`src/rtl/sample_sequencer.sv`:
```
// Per-sample sequencer for the audio path: sample tick -> ADC capture -> processor -> DAC load.
// Overruns (ticks while busy) are counted and stalled handshakes are abandoned after a timeout.
module sample_sequencer #(
  parameter int DIVIDER = 4999,
  parameter int TIMEOUT = 2000,
  parameter int DW      = 10
) (
  input  logic          i_sysclk,
  input  logic          i_rst,
  input  logic          i_enable,
  output logic          o_adc_start,
  input  logic          i_adc_valid,
  input  logic [DW-1:0] i_adc_data,
  output logic          o_proc_start,
  output logic [DW-1:0] o_proc_din,
  input  logic          i_proc_done,
  input  logic [DW-1:0] i_proc_dout,
  output logic          o_dac_load,
  output logic [DW-1:0] o_dac_data,
  output logic          o_tick,
  output logic          o_busy,
  output logic [7:0]    o_overrun_cnt,
  output logic          o_timeout_flag
);

  localparam int CW = $clog2(DIVIDER + 2);
  localparam int TW = $clog2(TIMEOUT + 1);
  localparam logic [CW-1:0] CNT_LAST = CW'(DIVIDER);
  localparam logic [CW-1:0] CNT_ONE  = CW'(1);
  localparam logic [TW-1:0] TO_LAST  = TW'(TIMEOUT - 1);
  localparam logic [TW-1:0] TO_ONE   = TW'(1);

  typedef enum logic [1:0] {
    IDLE,
    ADC_WAIT,
    PROC_WAIT,
    DAC_OUT
  } state_t;

  state_t        r_state;
  logic [CW-1:0] r_period_cnt;
  logic [TW-1:0] r_to_cnt;
  logic          r_tick;
  logic          r_adc_start;
  logic          r_proc_start;
  logic          r_dac_load;
  logic          r_busy;
  logic          r_timeout_flag;
  logic [DW-1:0] r_proc_din;
  logic [DW-1:0] r_dac_data;
  logic [7:0]    r_overrun_cnt;

  logic          w_period_wrap;
  logic          w_to_expired;
  logic          w_overrun;

  assign w_period_wrap = (r_period_cnt == CNT_LAST);
  assign w_to_expired  = (r_to_cnt == TO_LAST);
  assign w_overrun     = r_tick && i_enable && (r_state != IDLE);

  // Free-running period counter; tick is registered so it lands one cycle after the wrap value.
  always_ff @(posedge i_sysclk) begin
    if (i_rst) begin
      r_period_cnt <= '0;
      r_tick       <= 1'b0;
    end else begin
      r_tick <= w_period_wrap;
      if (w_period_wrap) begin
        r_period_cnt <= '0;
      end else begin
        r_period_cnt <= r_period_cnt + CNT_ONE;
      end
    end
  end

  always_ff @(posedge i_sysclk) begin
    if (i_rst) begin
      r_state        <= IDLE;
      r_to_cnt       <= '0;
      r_adc_start    <= 1'b0;
      r_proc_start   <= 1'b0;
      r_dac_load     <= 1'b0;
      r_busy         <= 1'b0;
      r_timeout_flag <= 1'b0;
      r_proc_din     <= '0;
      r_dac_data     <= '0;
      r_overrun_cnt  <= '0;
    end else begin
      r_adc_start  <= 1'b0;
      r_proc_start <= 1'b0;
      r_dac_load   <= 1'b0;

      if (w_overrun && (r_overrun_cnt != 8'hFF)) begin
        r_overrun_cnt <= r_overrun_cnt + 8'd1;
      end

      case (r_state)
        IDLE: begin
          if (r_tick && i_enable) begin
            r_state     <= ADC_WAIT;
            r_adc_start <= 1'b1;
            r_busy      <= 1'b1;
            r_to_cnt    <= '0;
          end
        end

        // The strobe cycle itself is excluded so a stale valid cannot complete the handshake.
        ADC_WAIT: begin
          if (i_adc_valid && !r_adc_start) begin
            r_proc_din   <= i_adc_data;
            r_proc_start <= 1'b1;
            r_state      <= PROC_WAIT;
            r_to_cnt     <= '0;
          end else if (w_to_expired) begin
            r_timeout_flag <= 1'b1;
            r_state        <= IDLE;
            r_busy         <= 1'b0;
            r_to_cnt       <= '0;
          end else begin
            r_to_cnt <= r_to_cnt + TO_ONE;
          end
        end

        PROC_WAIT: begin
          if (i_proc_done && !r_proc_start) begin
            r_dac_data <= i_proc_dout;
            r_dac_load <= 1'b1;
            r_state    <= DAC_OUT;
            r_to_cnt   <= '0;
          end else if (w_to_expired) begin
            r_timeout_flag <= 1'b1;
            r_state        <= IDLE;
            r_busy         <= 1'b0;
            r_to_cnt       <= '0;
          end else begin
            r_to_cnt <= r_to_cnt + TO_ONE;
          end
        end

        DAC_OUT: begin
          r_state <= IDLE;
          r_busy  <= 1'b0;
        end

        default: begin
          r_state <= IDLE;
          r_busy  <= 1'b0;
        end
      endcase
    end
  end

  assign o_tick         = r_tick;
  assign o_adc_start    = r_adc_start;
  assign o_proc_start   = r_proc_start;
  assign o_proc_din     = r_proc_din;
  assign o_dac_load     = r_dac_load;
  assign o_dac_data     = r_dac_data;
  assign o_busy         = r_busy;
  assign o_overrun_cnt  = r_overrun_cnt;
  assign o_timeout_flag = r_timeout_flag;

endmodule

```
`config.mk`:
```
export PLATFORM = sky130hd
export DESIGN_NAME = sample_sequencer
export DESIGN_NICKNAME = d
export VERILOG_FILES = /design/src/rtl/sample_sequencer.sv
export SDC_FILE = /design/constraint.sdc
export NUM_CORES = 1
export LEC_CHECK = 0
export ABC_AREA = 0
export CAP_MARGIN = 20
export CORE_AREA = 2 2 73 75
export DETAILED_ROUTE_END_ITERATION = 7
export DIE_AREA = 0 0 75 77
export GPL_TIMING_DRIVEN = 0
export MAX_ROUTING_LAYER = met4
export PLACE_DENSITY = 0.83
export SLEW_MARGIN = 20
export SYNTH_ARGS = -nofsm -noshare
export SYNTH_HDL_FRONTEND = slang
export SYNTH_SLANG_ARGS = --single-unit
```
`constraint.sdc`:
```
create_clock -name i_sysclk -period 4 [get_ports i_sysclk]
set_input_delay 1 -clock i_sysclk [delete_from_list [all_inputs] [get_ports i_sysclk]]
set_output_delay 1 -clock i_sysclk [all_outputs]
set_load 0.005 [all_outputs]
```
Word level (Yosys, flattened, before mapping):

Index checks and enable logic that the tools add are counted.

* bits of input ports: 25
* logic and storage cells: 69
* output and inout bits: 34
* flip-flop bits (word level): 60
* RAM bits: 0
* memories kept: 0
* bits in latches: 0
* memory bits (read-only): 0

* $add $sub $neg: 3
* reductions and logical operators: 20
* multipliers: 0
* eq/ne operators: 9
* bitwise gates (word level): 3
* order comparisons: 0
* shifts and indexed selects: 0
* multiplexer cells: 22
* div/mod/pow operators: 0

Operators by type and width (number)
* $mux 11: 4
* $pmux 11 s3: 1
* $add 13x1->13 const B: 1
* $eq 13x13->1 const B: 1
* $add 11x1->11 const B: 1
* $eq 11x11->1 const B: 1
* $mux 1: 10
* $add 8x1->8 const B: 1
* $mux 2: 4
* $ne 8x8->1 const B: 1
* $pmux 2 s4: 1
* $reduce_or 2->1: 4
* $ne 2x2->1 const B: 3
* $reduce_and 2->1: 3
* $reduce_and 3->1: 2
* $logic_and 1x1->1: 5
* $eq 2x2->1 const B: 2
* $pmux 1 s4: 1
* $reduce_bool 2->1: 2
* $not 1->1: 3
* $reduce_bool 3->1: 1
* $eq 2x1->1 const B: 1
* $logic_not 1->1: 2
* $logic_not 2->1: 1
* $pmux 1 s2: 1

Longest topological paths before layout:

* depth after elaboration: 4
* mapped depth: 7
* depth with buffers taken out: 6

Worst setup path after synthesis:

No wires, ideal clock.

* path type: input -> register
* from: input port i_enable
* to: register r_to_cnt[9]
* data arrival time: 2.198 ns
* slack: 1.735 ns
* stages: 5
* setup time: 0.067 ns
* path through: a21boi_2 -> or3_1 -> buf_2 -> or4_4 -> a21oi_2

* cells in the longest elaborated chain, start to end: 3

Ends and longest elaborated chain
* start, declared: RTL line 10 `input logic i_enable,`
* $logic_and 1x1->1: RTL line 99 `if (r_tick && i_enable) begin`
* $ne 2x2->1 (no line)
* $reduce_and 2->1 (no line)
* end signal, assigned: RTL line 120 `r_to_cnt <= r_to_cnt + TO_ONE;`
* end signal, assigned: RTL line 136 `r_to_cnt <= r_to_cnt + TO_ONE;`
* end, declared: RTL line 42 `logic [TW-1:0] r_to_cnt;`

No other way between the ends.
A chain may end at the register's enable or synchronous reset.

Worst setup path after layout:

Same ends and word-level chain as after synthesis.

==> results_dict.tcl <==
set metrics [dict create \
    outcome "completed" \
    fill_cells 377 \
    die_w_um 75 \
    period_share 0.647 \
    synth_edf_count 0 \
    avgSynthCellArea_um2 8.95 \
    grt_pass1_vias 2205 \
    portBuffers 58 \
    synthCells 293 \
    power_frac_seq 0.435 \
    initial_core_util 0.527 \
    p_per_area_nw_per_um2 403 \
    antenna_found_initial 0 \
    ant_nets 0 \
    finalSetupViolCount 0 \
    cts.clk_slew.worst_paths_ns 0.07 \
    drtIter0Drc 122 \
    rsz0062_at_grt "false" \
    ys_seq_elements 60 \
    p_total_mw 1.43 \
    rows 26 \
    track_usage 0.227 \
    root_buffer "clkbuf_8" \
    synth_top_area_share 0.458 \
    clk_latency_ns 0.34 \
    wl_mm 5.84 \
    cts_hold_buf 0 \
    cp-start-kind "input port" \
    synth-async-reset-ratio 0 \
    wl_per_cell_um 13.4 \
    clock_path_buffers 2 \
    met2_length_mm 3.00 \
    pwr-share-comb 0.085 \
    drc 0 \
    coreArea_um2 4980 \
    cts_made_buffers 9 \
    hp-class "flip-flop to flip-flop" \
    drt_pass1_iterations 4 \
    viasPerCell 5.21 \
    antenna_cells 0 \
    crit_path_end "r_to_cnt[9]" \
    reg2reg_depth 7 \
    power_switching_mw 0.306 \
    cp.required_ns 4.28 \
    routabilityCongestion 0.815 \
    relSlewSlack 0.544 \
    worst_pin_slew_ns 0.684 \
    die_h_um 77 \
    cp-startpoint "i_enable" \
    nets 395 \
    p_clk_frac 0.480 \
    cts_tree "done" \
    cts.htree.levels 3 \
    clock_sinks 60 \
    ys_warn_count 0 \
    syn_nets 326 \
    cp-end-kind "flip-flop" \
    critPathKind "input port to flip-flop" \
    setup-tns-final_ns 0 \
    swShare 0.214 \
    grt_overflow 0 \
    cap_violations 0 \
    post-dp-hpwl_mm 4.12 \
    wl_met3_um 180 \
    r2r-end "r_to_cnt[9]" \
    cts_resized 0 \
    clock_skew_ns 0.00521 \
    cts_setup_buffers 0 \
    critical_path_arrival_ns 2.86 \
    critical_path.max_fanout 9 \
    area_growth_pct 35.0 \
    topRoutingLayerUsed "met4" \
    intPower_mw 1.12 \
    synthTopCellsByArea "dfxtp_1 46%, nor2_1 6.2%, xnor2_1 6.0%" \
    grt_pass1_wl_mm 9.82 \
    leakage_nw 1.28 \
    pin_count 59 \
    vdd_ir_drop_max_mv 0.278 \
    ys_seq_area_frac 0.458 \
    vias 2276 \
    reg2reg_slack_ns 1.83 \
    die-area_um2 5780 \
    grt_max_degree 11 \
    yosysTopAreaCell "dfxtp_1" \
    synth_flop_cell "dfxtp_1" \
    hold_path_depth 1 \
    drv_slew 0 \
    fmax_mhz 386 \
    drive_above_1_share 0.0681 \
    period_needed_ns 2.59 \
    yosysUniqueCellTypes 47 \
    worstReg2RegStart "r_state[1]" \
    netlist_area_um2 2620 \
    hold_viol 0 \
    wl_met1_mm 2.53 \
]
==> worst min path at each step <==
stage | from | to
floorplan | r_period_cnt[0] | r_period_cnt[0]
global placement | r_period_cnt[0] | r_period_cnt[0]
detailed placement | r_period_cnt[0] | r_period_cnt[0]
CTS | r_period_cnt[0] | r_period_cnt[0]
global route | r_period_cnt[0] | r_period_cnt[0]
finish | r_period_cnt[0] | r_period_cnt[0]
==> cells in the mapped netlist, types with 2 or more instances <==
library cell,n
o21ai_0,4
nor2_1,43
or4_1,4
nand4_1,6
nand3_1,11
nor4_1,2
dfxtp_1,60
o31ai_1,2
a2111oi_0,2
mux2i_1,12
nor3_1,6
buf_2,2
xor2_1,4
a211oi_1,4
inv_1,11
clkbuf_1,6
and4_1,2
nand3b_1,3
nand2b_1,5
xnor2_1,18
a21oi_1,20
ha_1,8
nand2_1,31
or3_1,4
==> registers in the layout, summed over array words and instances, names as in the netlist, 2 cells and up <==
name,flops
o_proc_din,10
o_overrun_cnt,8
r_period_cnt,13
r_state,2
r_to_cnt,11
o_dac_data,10
==> per-layer routing <==
| layer | GRT usage | vias to the layer above |
|---|---|---|
| met3 | 0.0447 | 13 |
| met2 | 0.364 | 41 |
| met5 | - | - |
| li1 | - | 1159 |
| met1 | 0.263 | 1063 |
| met4 | 0.116 | 0 |
==> worst max-delay path, stage by stage <==
cell and delay (ns):
clkdlybuf4s50_1 0.54, a21boi_2 0.16, or3_1 0.36, buf_2 0.16
or4_4 0.51, a21oi_2 0.13
==> power groups by stage <==
| stage | Clock (mW) | Sequential (mW) | Combinational (mW) |
|---|---|---|---|
| after CTS | 0.693 | 0.620 | 0.123 |
| after floorplan | 0 | 0.633 | 0.0671 |
| final | 0.685 | 0.621 | 0.122 |
| after global placement | 0 | 0.633 | 0.119 |
| after detailed placement | 0 | 0.634 | 0.122 |
| after global routing | 0.716 | 0.622 | 0.134 |
==> layout make-up <==
class                   count  area (µm²)  area share
flip-flops and latches     60        1200       0.339
clock inverters             4        95.1      0.0268
clock buffers              12         155      0.0438
repair buffers             58         581       0.164
plain buffers              10        47.5      0.0134
inverters                  11        41.3      0.0117
well taps                  70        87.6      0.0247
multi-input cells         212        1330       0.377
==> cell usage in the layout, fill, tap and decap left out, types with 5 or more instances in the layout <==
cell type,synthesis,layout
dfxtp_1,60,60
clkdlybuf4s50_1,0,58
nor2_1,43,43
nand2_1,31,31
a21oi_1,20,20
xnor2_1,18,18
mux2i_1,12,12
inv_1,11,11
nand3_1,11,11
clkbuf_8,0,11
ha_1,8,8
clkbuf_1,6,7
nand4_1,6,6
nor3_1,6,6
nand2b_1,5,5
==> through the flow <==
stage	cell area [µm²]	worst slack [ns]	hold slack, ns	cells	utilization
floorplan	2620	1.74	0.417	293	-
global route	3540	1.34	0.461	437	0.712
CTS	3540	1.44	0.447	437	0.712
detailed placement	3290	1.09	0.437	421	0.661
finish	3540	1.41	0.449	437	0.712
global placement	3290	1.10	0.430	421	0.661
==> cells by family (layout without fill, tap and decap cells) <==
group,count (synthesis),in the layout,synth area share
AND/OR/NAND/NOR,126,126,0.234
flip-flops,60,60,0.458
AO/OA/AOI/OAI,44,44,0.117
XOR/XNOR,22,22,0.0734
buffers and inverters,21,95,0.0339
multiplexers,12,12,0.0458
adder cells (fa/ha/maj),8,8,0.0382
Note: power is estimated with default switching activity, not from simulation.
